### src/rtl/mips_mc_controller_if.sv
// Control bundle between the multicycle MIPS controller and its datapath.
// The controller takes the master side; the datapath takes the slave side.
interface mips_mc_controller_if;
  logic [5:0] op;
  logic       zero;
  logic       memread;
  logic       memwrite;
  logic       alusrca;
  logic [1:0] alusrcb;
  logic       memtoreg;
  logic       iord;
  logic       regwrite;
  logic       regdst;
  logic       pcen;
  logic [1:0] pcsource;
  logic [1:0] aluop;
  logic [3:0] irwrite;
  logic [3:0] state;

  modport master (
    input  op, zero,
    output memread, memwrite, alusrca, alusrcb, memtoreg, iord, regwrite,
           regdst, pcen, pcsource, aluop, irwrite, state
  );

  modport slave (
    output op, zero,
    input  memread, memwrite, alusrca, alusrcb, memtoreg, iord, regwrite,
           regdst, pcen, pcsource, aluop, irwrite, state
  );
endinterface

### src/rtl/mips_mc_controller.sv
// Main Moore control FSM of the 8-bit multicycle MIPS: four byte fetches,
// decode, then per-opcode execute/memory/writeback states.
module mips_mc_controller #(
  parameter logic [5:0] OP_LB    = 6'b100000,
  parameter logic [5:0] OP_SB    = 6'b101000,
  parameter logic [5:0] OP_RTYPE = 6'b000000,
  parameter logic [5:0] OP_BEQ   = 6'b000100,
  parameter logic [5:0] OP_J     = 6'b000010,
  parameter logic [5:0] OP_ADDI  = 6'b001000
) (
  input logic                  clk,
  input logic                  reset,
  mips_mc_controller_if.master ctl
);

  typedef enum logic [3:0] {
    S_FETCH1  = 4'd0,
    S_FETCH2  = 4'd1,
    S_FETCH3  = 4'd2,
    S_FETCH4  = 4'd3,
    S_DECODE  = 4'd4,
    S_MEMADR  = 4'd5,
    S_LBRD    = 4'd6,
    S_LBWR    = 4'd7,
    S_SBWR    = 4'd8,
    S_RTYPEEX = 4'd9,
    S_RTYPEWR = 4'd10,
    S_BEQEX   = 4'd11,
    S_JEX     = 4'd12,
    S_ADDIEX  = 4'd13,
    S_ADDIWR  = 4'd14
  } state_e;

  state_e     state_q, state_d;
  logic       memread_c, memwrite_c, alusrca_c, memtoreg_c, iord_c;
  logic       regwrite_c, regdst_c, pcwrite_c, branch_c;
  logic [1:0] alusrcb_c, pcsource_c, aluop_c;
  logic [3:0] irwrite_c;

  always_ff @(posedge clk) begin
    if (reset) state_q <= S_FETCH1;
    else       state_q <= state_d;
  end

  always_comb begin
    state_d    = S_FETCH1;
    memread_c  = 1'b0;
    memwrite_c = 1'b0;
    alusrca_c  = 1'b0;
    alusrcb_c  = 2'b00;
    memtoreg_c = 1'b0;
    iord_c     = 1'b0;
    regwrite_c = 1'b0;
    regdst_c   = 1'b0;
    pcwrite_c  = 1'b0;
    branch_c   = 1'b0;
    pcsource_c = 2'b00;
    aluop_c    = 2'b00;
    irwrite_c  = 4'b0000;
    case (state_q)
      S_FETCH1, S_FETCH2, S_FETCH3, S_FETCH4: begin
        // PC advances by one byte per fetch cycle via ALU PC+1.
        memread_c = 1'b1;
        alusrcb_c = 2'b01;
        pcwrite_c = 1'b1;
        irwrite_c = 4'b0001 << state_q[1:0];
        state_d   = (state_q == S_FETCH4) ? S_DECODE : state_e'(state_q + 4'd1);
      end
      S_DECODE: begin
        alusrcb_c = 2'b11;
        case (ctl.op)
          OP_LB, OP_SB: state_d = S_MEMADR;
          OP_RTYPE:     state_d = S_RTYPEEX;
          OP_BEQ:       state_d = S_BEQEX;
          OP_J:         state_d = S_JEX;
          OP_ADDI:      state_d = S_ADDIEX;
          default:      state_d = S_FETCH1;
        endcase
      end
      S_MEMADR: begin
        alusrca_c = 1'b1;
        alusrcb_c = 2'b10;
        state_d   = (ctl.op == OP_LB) ? S_LBRD : S_SBWR;
      end
      S_LBRD: begin
        memread_c = 1'b1;
        iord_c    = 1'b1;
        state_d   = S_LBWR;
      end
      S_LBWR: begin
        regwrite_c = 1'b1;
        memtoreg_c = 1'b1;
      end
      S_SBWR: begin
        memwrite_c = 1'b1;
        iord_c     = 1'b1;
      end
      S_RTYPEEX: begin
        alusrca_c = 1'b1;
        aluop_c   = 2'b10;
        state_d   = S_RTYPEWR;
      end
      S_RTYPEWR: begin
        regwrite_c = 1'b1;
        regdst_c   = 1'b1;
      end
      S_BEQEX: begin
        alusrca_c  = 1'b1;
        aluop_c    = 2'b01;
        pcsource_c = 2'b01;
        branch_c   = 1'b1;
      end
      S_JEX: begin
        pcwrite_c  = 1'b1;
        pcsource_c = 2'b10;
      end
      S_ADDIEX: begin
        alusrca_c = 1'b1;
        alusrcb_c = 2'b10;
        state_d   = S_ADDIWR;
      end
      S_ADDIWR: regwrite_c = 1'b1;
      default: state_d = S_FETCH1;
    endcase
  end

  // Write enables are gated by reset so no datapath state moves while held.
  assign ctl.pcen     = ~reset & (pcwrite_c | (branch_c & ctl.zero));
  assign ctl.irwrite  = reset ? 4'b0000 : irwrite_c;
  assign ctl.memwrite = ~reset & memwrite_c;
  assign ctl.regwrite = ~reset & regwrite_c;
  assign ctl.memread  = memread_c;
  assign ctl.alusrca  = alusrca_c;
  assign ctl.alusrcb  = alusrcb_c;
  assign ctl.memtoreg = memtoreg_c;
  assign ctl.iord     = iord_c;
  assign ctl.regdst   = regdst_c;
  assign ctl.pcsource = pcsource_c;
  assign ctl.aluop    = aluop_c;
  assign ctl.state    = state_q;

endmodule

### src/flat_wrapper.sv
// flat-port wrapper written by rule: the top's interface ports become plain ports
module mips_mc_controller_flat 
#(
  parameter logic [5:0] OP_LB    = 6'b100000,
  parameter logic [5:0] OP_SB    = 6'b101000,
  parameter logic [5:0] OP_RTYPE = 6'b000000,
  parameter logic [5:0] OP_BEQ   = 6'b000100,
  parameter logic [5:0] OP_J     = 6'b000010,
  parameter logic [5:0] OP_ADDI  = 6'b001000
)
  (clk, reset, ctl_op, ctl_zero, ctl_memread, ctl_memwrite, ctl_alusrca, ctl_alusrcb, ctl_memtoreg, ctl_iord, ctl_regwrite, ctl_regdst, ctl_pcen, ctl_pcsource, ctl_aluop, ctl_irwrite, ctl_state);
  mips_mc_controller_if ctl_i ();
  input logic clk;
  input logic reset;
  input wire logic [$bits(ctl_i.op)-1:0] ctl_op;
  input wire logic [$bits(ctl_i.zero)-1:0] ctl_zero;
  output wire logic [$bits(ctl_i.memread)-1:0] ctl_memread;
  output wire logic [$bits(ctl_i.memwrite)-1:0] ctl_memwrite;
  output wire logic [$bits(ctl_i.alusrca)-1:0] ctl_alusrca;
  output wire logic [$bits(ctl_i.alusrcb)-1:0] ctl_alusrcb;
  output wire logic [$bits(ctl_i.memtoreg)-1:0] ctl_memtoreg;
  output wire logic [$bits(ctl_i.iord)-1:0] ctl_iord;
  output wire logic [$bits(ctl_i.regwrite)-1:0] ctl_regwrite;
  output wire logic [$bits(ctl_i.regdst)-1:0] ctl_regdst;
  output wire logic [$bits(ctl_i.pcen)-1:0] ctl_pcen;
  output wire logic [$bits(ctl_i.pcsource)-1:0] ctl_pcsource;
  output wire logic [$bits(ctl_i.aluop)-1:0] ctl_aluop;
  output wire logic [$bits(ctl_i.irwrite)-1:0] ctl_irwrite;
  output wire logic [$bits(ctl_i.state)-1:0] ctl_state;
  assign ctl_i.op = ctl_op;
  assign ctl_i.zero = ctl_zero;
  assign ctl_memread = ctl_i.memread;
  assign ctl_memwrite = ctl_i.memwrite;
  assign ctl_alusrca = ctl_i.alusrca;
  assign ctl_alusrcb = ctl_i.alusrcb;
  assign ctl_memtoreg = ctl_i.memtoreg;
  assign ctl_iord = ctl_i.iord;
  assign ctl_regwrite = ctl_i.regwrite;
  assign ctl_regdst = ctl_i.regdst;
  assign ctl_pcen = ctl_i.pcen;
  assign ctl_pcsource = ctl_i.pcsource;
  assign ctl_aluop = ctl_i.aluop;
  assign ctl_irwrite = ctl_i.irwrite;
  assign ctl_state = ctl_i.state;
  mips_mc_controller #(.OP_LB(OP_LB), .OP_SB(OP_SB), .OP_RTYPE(OP_RTYPE), .OP_BEQ(OP_BEQ), .OP_J(OP_J), .OP_ADDI(OP_ADDI)) u_core (.clk(clk), .reset(reset), .ctl(ctl_i));
endmodule
### config.mk
export PLATFORM = sky130hd
export DESIGN_NAME = mips_mc_controller_flat
export DESIGN_NICKNAME = d
export VERILOG_FILES = /design/src/rtl/mips_mc_controller_if.sv /design/src/rtl/mips_mc_controller.sv /design/src/flat_wrapper.sv
export SDC_FILE = /design/constraint.sdc
export NUM_CORES = 1
export LEC_CHECK = 0
export BUFFER_PORTS_ARGS = -buffer_cell sky130_fd_sc_hd__buf_2
export CORE_MARGIN = 1
export CORE_UTILIZATION = 35
export CTS_BUF_LIST = sky130_fd_sc_hd__clkbuf_16
export CTS_CLUSTER_SIZE = 14
export DETAILED_ROUTE_END_ITERATION = 8
export PLACE_DENSITY = 0.68
export SLEW_MARGIN = 10
export SYNTH_ARGS = -nofsm -noshare
export SYNTH_HDL_FRONTEND = slang
export SYNTH_SLANG_ARGS = --single-unit
### constraint.sdc
create_clock -name clk -period 1.7 [get_ports clk]
set_clock_uncertainty 0.2 [all_clocks]
set_input_delay 0.085 -clock clk [delete_from_list [all_inputs] [get_ports clk]]
set_output_delay 0.085 -clock clk [all_outputs]
set_load 0.005 [all_outputs]
# == Word level (Yosys, flattened, before mapping) ==
# Cells that the tools add are included.
# W data, S select, Z words.
# totals
register_bits,4
wordCells,56
# classes
n_eq_ne,19
n_reduce_logical,10
n_shift,1
bitwise_logic,6
mux,18
addsub,1
# ops
op,n
$eq A4 B4 Y1 const B,7
$pmux W4 S6,1
$pmux W4 S5,1
$eq A4 B3 Y1 const B,4
$mux W4,4
$eq A6 B6 Y1 const B,2
$reduce_or A5 Y1,2
$mux W1,9
$eq A4 B2 Y1 const B,2
$pmux W2 S2,2
$reduce_or A4 Y1,2
$eq A6 B2 Y1 const B,1
$eq A6 B3 Y1 const B,1
$eq A6 B4 Y1 const B,1
$logic_not A6 Y1,1
$pmux W2 S3,1
$reduce_or A2 Y1,3
$add A4 B1 Y4 const B,1
$and A1 B1 Y1,4
$eq A4 B1 Y1 const B,1
$logic_not A4 Y1,1
$shl A1 B2 Y4 const A,1
$reduce_or A3 Y1,1
$not A1 Y1,1
$or A1 B1 Y1,1

# == Depth between registers and ports, before layout ==
# depth
depth_word,5
mapped_depth,6
ltp_nobuf,6

# == Least setup slack after synthesis ==
# Ideal clock, no wire load.
# synth_path
kind,register to register
start,"reg u_core.state_q[1], in the netlist u_core.ctl.state[1]"
end,"reg u_core.state_q[0], in the netlist u_core.ctl.state[0]"
setup_slack_ns,-0.026
required_time_ns,1.372
path_buffers,0
synth_period_minus_slack_ns,1.726
arrival_time_ns,1.398
path_stages_with_launch,6
setup_ns,0.128
cell_sequence,dfxtp_1 > inv_1 > ha_1 > o41ai_4 > or3_1 > a31oi_1
# synth_between
elab_chain_cells,3
# synth_rtl
element,line,source
start: declaration,mips_mc_controller.sv:34,"state_e state_q, state_d;"
start signal: assignment,mips_mc_controller.sv:42,else state_q <= state_d;
$eq A4 B1 Y1 (tied with other cells),mips_mc_controller.sv:60,case (state_q)
$reduce_or A4 Y1 or $mux W4 (tied branches),"mips_mc_controller.sv:60, mips_mc_controller.sv:67",
$pmux W4 S6 (*),mips_mc_controller.sv:60,
# Mark *: on every way between the ends. The rest lies on a longest branch, timed or not.
# A chain may end at the register's enable or synchronous reset.

# == Worst setup path after layout ==
# layout_path
start,"reg u_core.state_q[1], in the netlist u_core.ctl.state[1]"
end,out ctl_irwrite[1]
# layout_between
elab_chain_cells,4
# layout_rtl
element,line,source
$eq A4 B1 Y1 (tied with other cells),mips_mc_controller.sv:60,
$reduce_or A4 Y1,mips_mc_controller.sv:60,
$mux W4 (*),mips_mc_controller.sv:60,
$mux W4 (*),mips_mc_controller.sv:129,assign ctl.irwrite = reset ? 4'b0000 : irwrite_c;
end: declaration,flat_wrapper.sv:28,output wire logic [$bits(ctl_i.irwrite)-1:0] ctl_irwrite;
# Marked as above.

==> results.md <==
- Outcome: finished with violations
- Failing checks: setup timing
- Core ar.: 0.00138 mm^2
- Tightest Hold Check Type: in2reg
- # nets final: 131
- Starting Density: 0.395
- Final GP Congestion: 0.799
- Share of layout cells above drive strength 1: 0.629
- Critical path fanouts, max: 5
- PwrDens: 1420 mW/mm^2
- Via density per instance: 5.47
- Crit Reg-Reg Endpoint: u_core.ctl.state[0]
- Overall routing resource usage: 0.197
- Period utilization: 1.10
- ANT nets after route: 0
- Most used DFF post-synth: dfxtp_1
- FP Rows: 13
- Bufs on Longest Clock Path: 2
- First-pass GRT wire length: 2710 um
- Fin. max-slew vios: 0
- Min Hold Slack: 20.7 ps
- Reg-to-reg startpoint: u_core.ctl.state[0]
- TritonCTS clock tree: built
- Remaining global-route overflow: 0
- IO Count: 31
- Number of synthesized flops with an enable pin: 0
- Synth cell types: 32
- Largest net degree at the start of global routing: 11
- Vias in the first global route: 637
- Final Hold Viols: 0
- Syn_nets: 86
- Critical Path RT: 1410 ps
- Vias: 717
- Max IR drop VDD: 0.000832 V
- # setup viols final: 7
- MaxCap Viol Count: 0
- 1st-iter DRT viols: 13
- H-tree depth: 1
- Synthesized area: 547 um^2
- CTS root buf: clkbuf_16
- Critical Path Start: u_core.ctl.state[1]
- RSZ-0062 raised after global routing: true
- Post-Synthesis Cells: 73
- Clock latency on the worst-skew pair: 220 ps
- Critical path endpoint: ctl_irwrite[1]
- Syn avg cell area: 7.49 um^2
- Cts bufs inserted: 3
- Drt total wl: 1820 um
- Worst slew pin tran: 389 ps
- Critical path data arrival time: 1590 ps
- Number of iterations in the first detailed-routing pass: 4
- Most frequent cells in the layout: buf_2 (30), buf_4 (12), a21oi_1 (7), nor2_1 (6), nand2_1 (5)
- Die ar.: 0.00172 mm^2
- Sequential-to-total area share from yosys stat: 0.146
- Crit end category: output pin
- CP Class: reg2out
- Slew HR: 0.737
- Synth Register Bits: 4
- F_max: 534 MHz
- Area growth syn-to-layout: 78.3%
- Cells on worst reg2reg path: 6
- PortBufs: 30
- Yosys warns: 0
- Max reg flops: 4
- Final setup margin: -174 ps
- Final min period: 1870 ps
- Placed wire-length estimate: 1260 um
- Worst hold start: ctl_op[2]
- Routed WL per cell: 13.9 um
- Clk slew on worst S/H paths: 30 ps
- CTS Sinks: 4
- Die W: 41.5 um
- Critical path startpoint category: flip-flop
- Leakage power: 0.456 nW
- Asr flop ratio synth: 0
- Hold_buf cts: 0
- Initial antenna violation count: 0
- DR DRC count: 0
- R2R setup slack: -30 ps
- Die Y: 41.5 um
- Antenna cell count: 0
- Commonest non-fill, non-tap cell in the layout: buf_2
- Core Util, Final: 0.705
[synth_stat cells, types with 2 or more instances]
| library cell | n | area, um^2 |
|---|---|---|
| inv_1 | 5 | 18.8 |
| o21ai_0 | 3 | 15.0 |
| a31oi_1 | 2 | 12.5 |
| ha_1 | 4 | 50.1 |
| nor2_1 | 7 | 26.3 |
| nor3b_1 | 2 | 15.0 |
| dfxtp_1 | 4 | 80.1 |
| nand2_1 | 7 | 26.3 |
| and2_1 | 3 | 18.8 |
| nand2b_1 | 2 | 12.5 |
| nor4b_1 | 2 | 17.5 |
| nand3_1 | 2 | 10.0 |
| a21oi_1 | 10 | 50.1 |
| buf_6 | 2 | 22.5 |
[how the worst min path moves through the flow]
stage                               end  cells after the start  slack, ps
floorplan                      ctl_pcen                      1         -2
global placement    u_core.ctl.state[3]                      4        230
detailed placement  u_core.ctl.state[3]                      4        240
CTS                 u_core.ctl.state[1]                      3          5
global route        u_core.ctl.state[1]                      3         30
finish              u_core.ctl.state[1]                      3         20
[per-layer routing]
metal | global-route usage | share of wire | routed length [um] | up-vias
met5 | 0 | 0 | 0 | -
met4 | 0.00645 | 0.0094 | 17 | 0
met3 | 0.0739 | 0.070 | 127 | 2
met2 | 0.359 | 0.51 | 934 | 38
met1 | 0.229 | 0.41 | 736 | 329
li1 | - | - | - | 348
[repair_timing]
item,in CTS,in global routing
endpoints found under the setup margin,11,15
setup buffers,3,1
pin swaps,1,10
gates cloned,0,0
resized for setup,12,19
[kinds of logic (layout without fill, tap and decap cells)]
kind of cell / count (synthesis) / after routing / synth area share
simple gates: 36 / 36 / 0.412
compound gates: 20 / 20 / 0.245
buf+inv: 8 / 51 / 0.0893
fa+ha+maj: 4 / 4 / 0.0915
flops: 4 / 4 / 0.146
xor+xnor: 1 / 1 / 0.0160
[where the power goes]
group / switching, mW / total (mW) / leakage, nW / internal [mW]
logic: 0.425 / 0.869 / 0.384 / 0.443
registers: 0.0320 / 0.160 / 0.0350 / 0.128
clock network: 0.0573 / 0.357 / 0.0370 / 0.300
[through the flow]
stage,cell area [um^2],std cells,TNS (ps),total power [mW],setup slack (ps)
finish,975,131,-968,1.39,-174
global route,975,131,-1390,1.48,-217
CTS,888,131,-963,1.24,-168
detailed placement,764,125,-87.0,0.788,-24.7
global placement,764,125,0,0.778,16.8
floorplan,551,73,0,0.499,12.5
[worst max-delay path, stage by stage, from the launching register on]
cell,delay (ps)
dfxtp_4,360
inv_4,50
ha_4,170
o41ai_4,400
buf_4,210
nor3_1,60
buf_2,130
[final cells by class]
cell class,count,area (um^2)
multi-input combinational,61,515
inverter,5,23.8
timing repair buffer,43,251
sequential,4,90.1
clock buffer,3,75.1
tap,15,18.8
fill,112,408
Power figures use the tool's default switching activity.
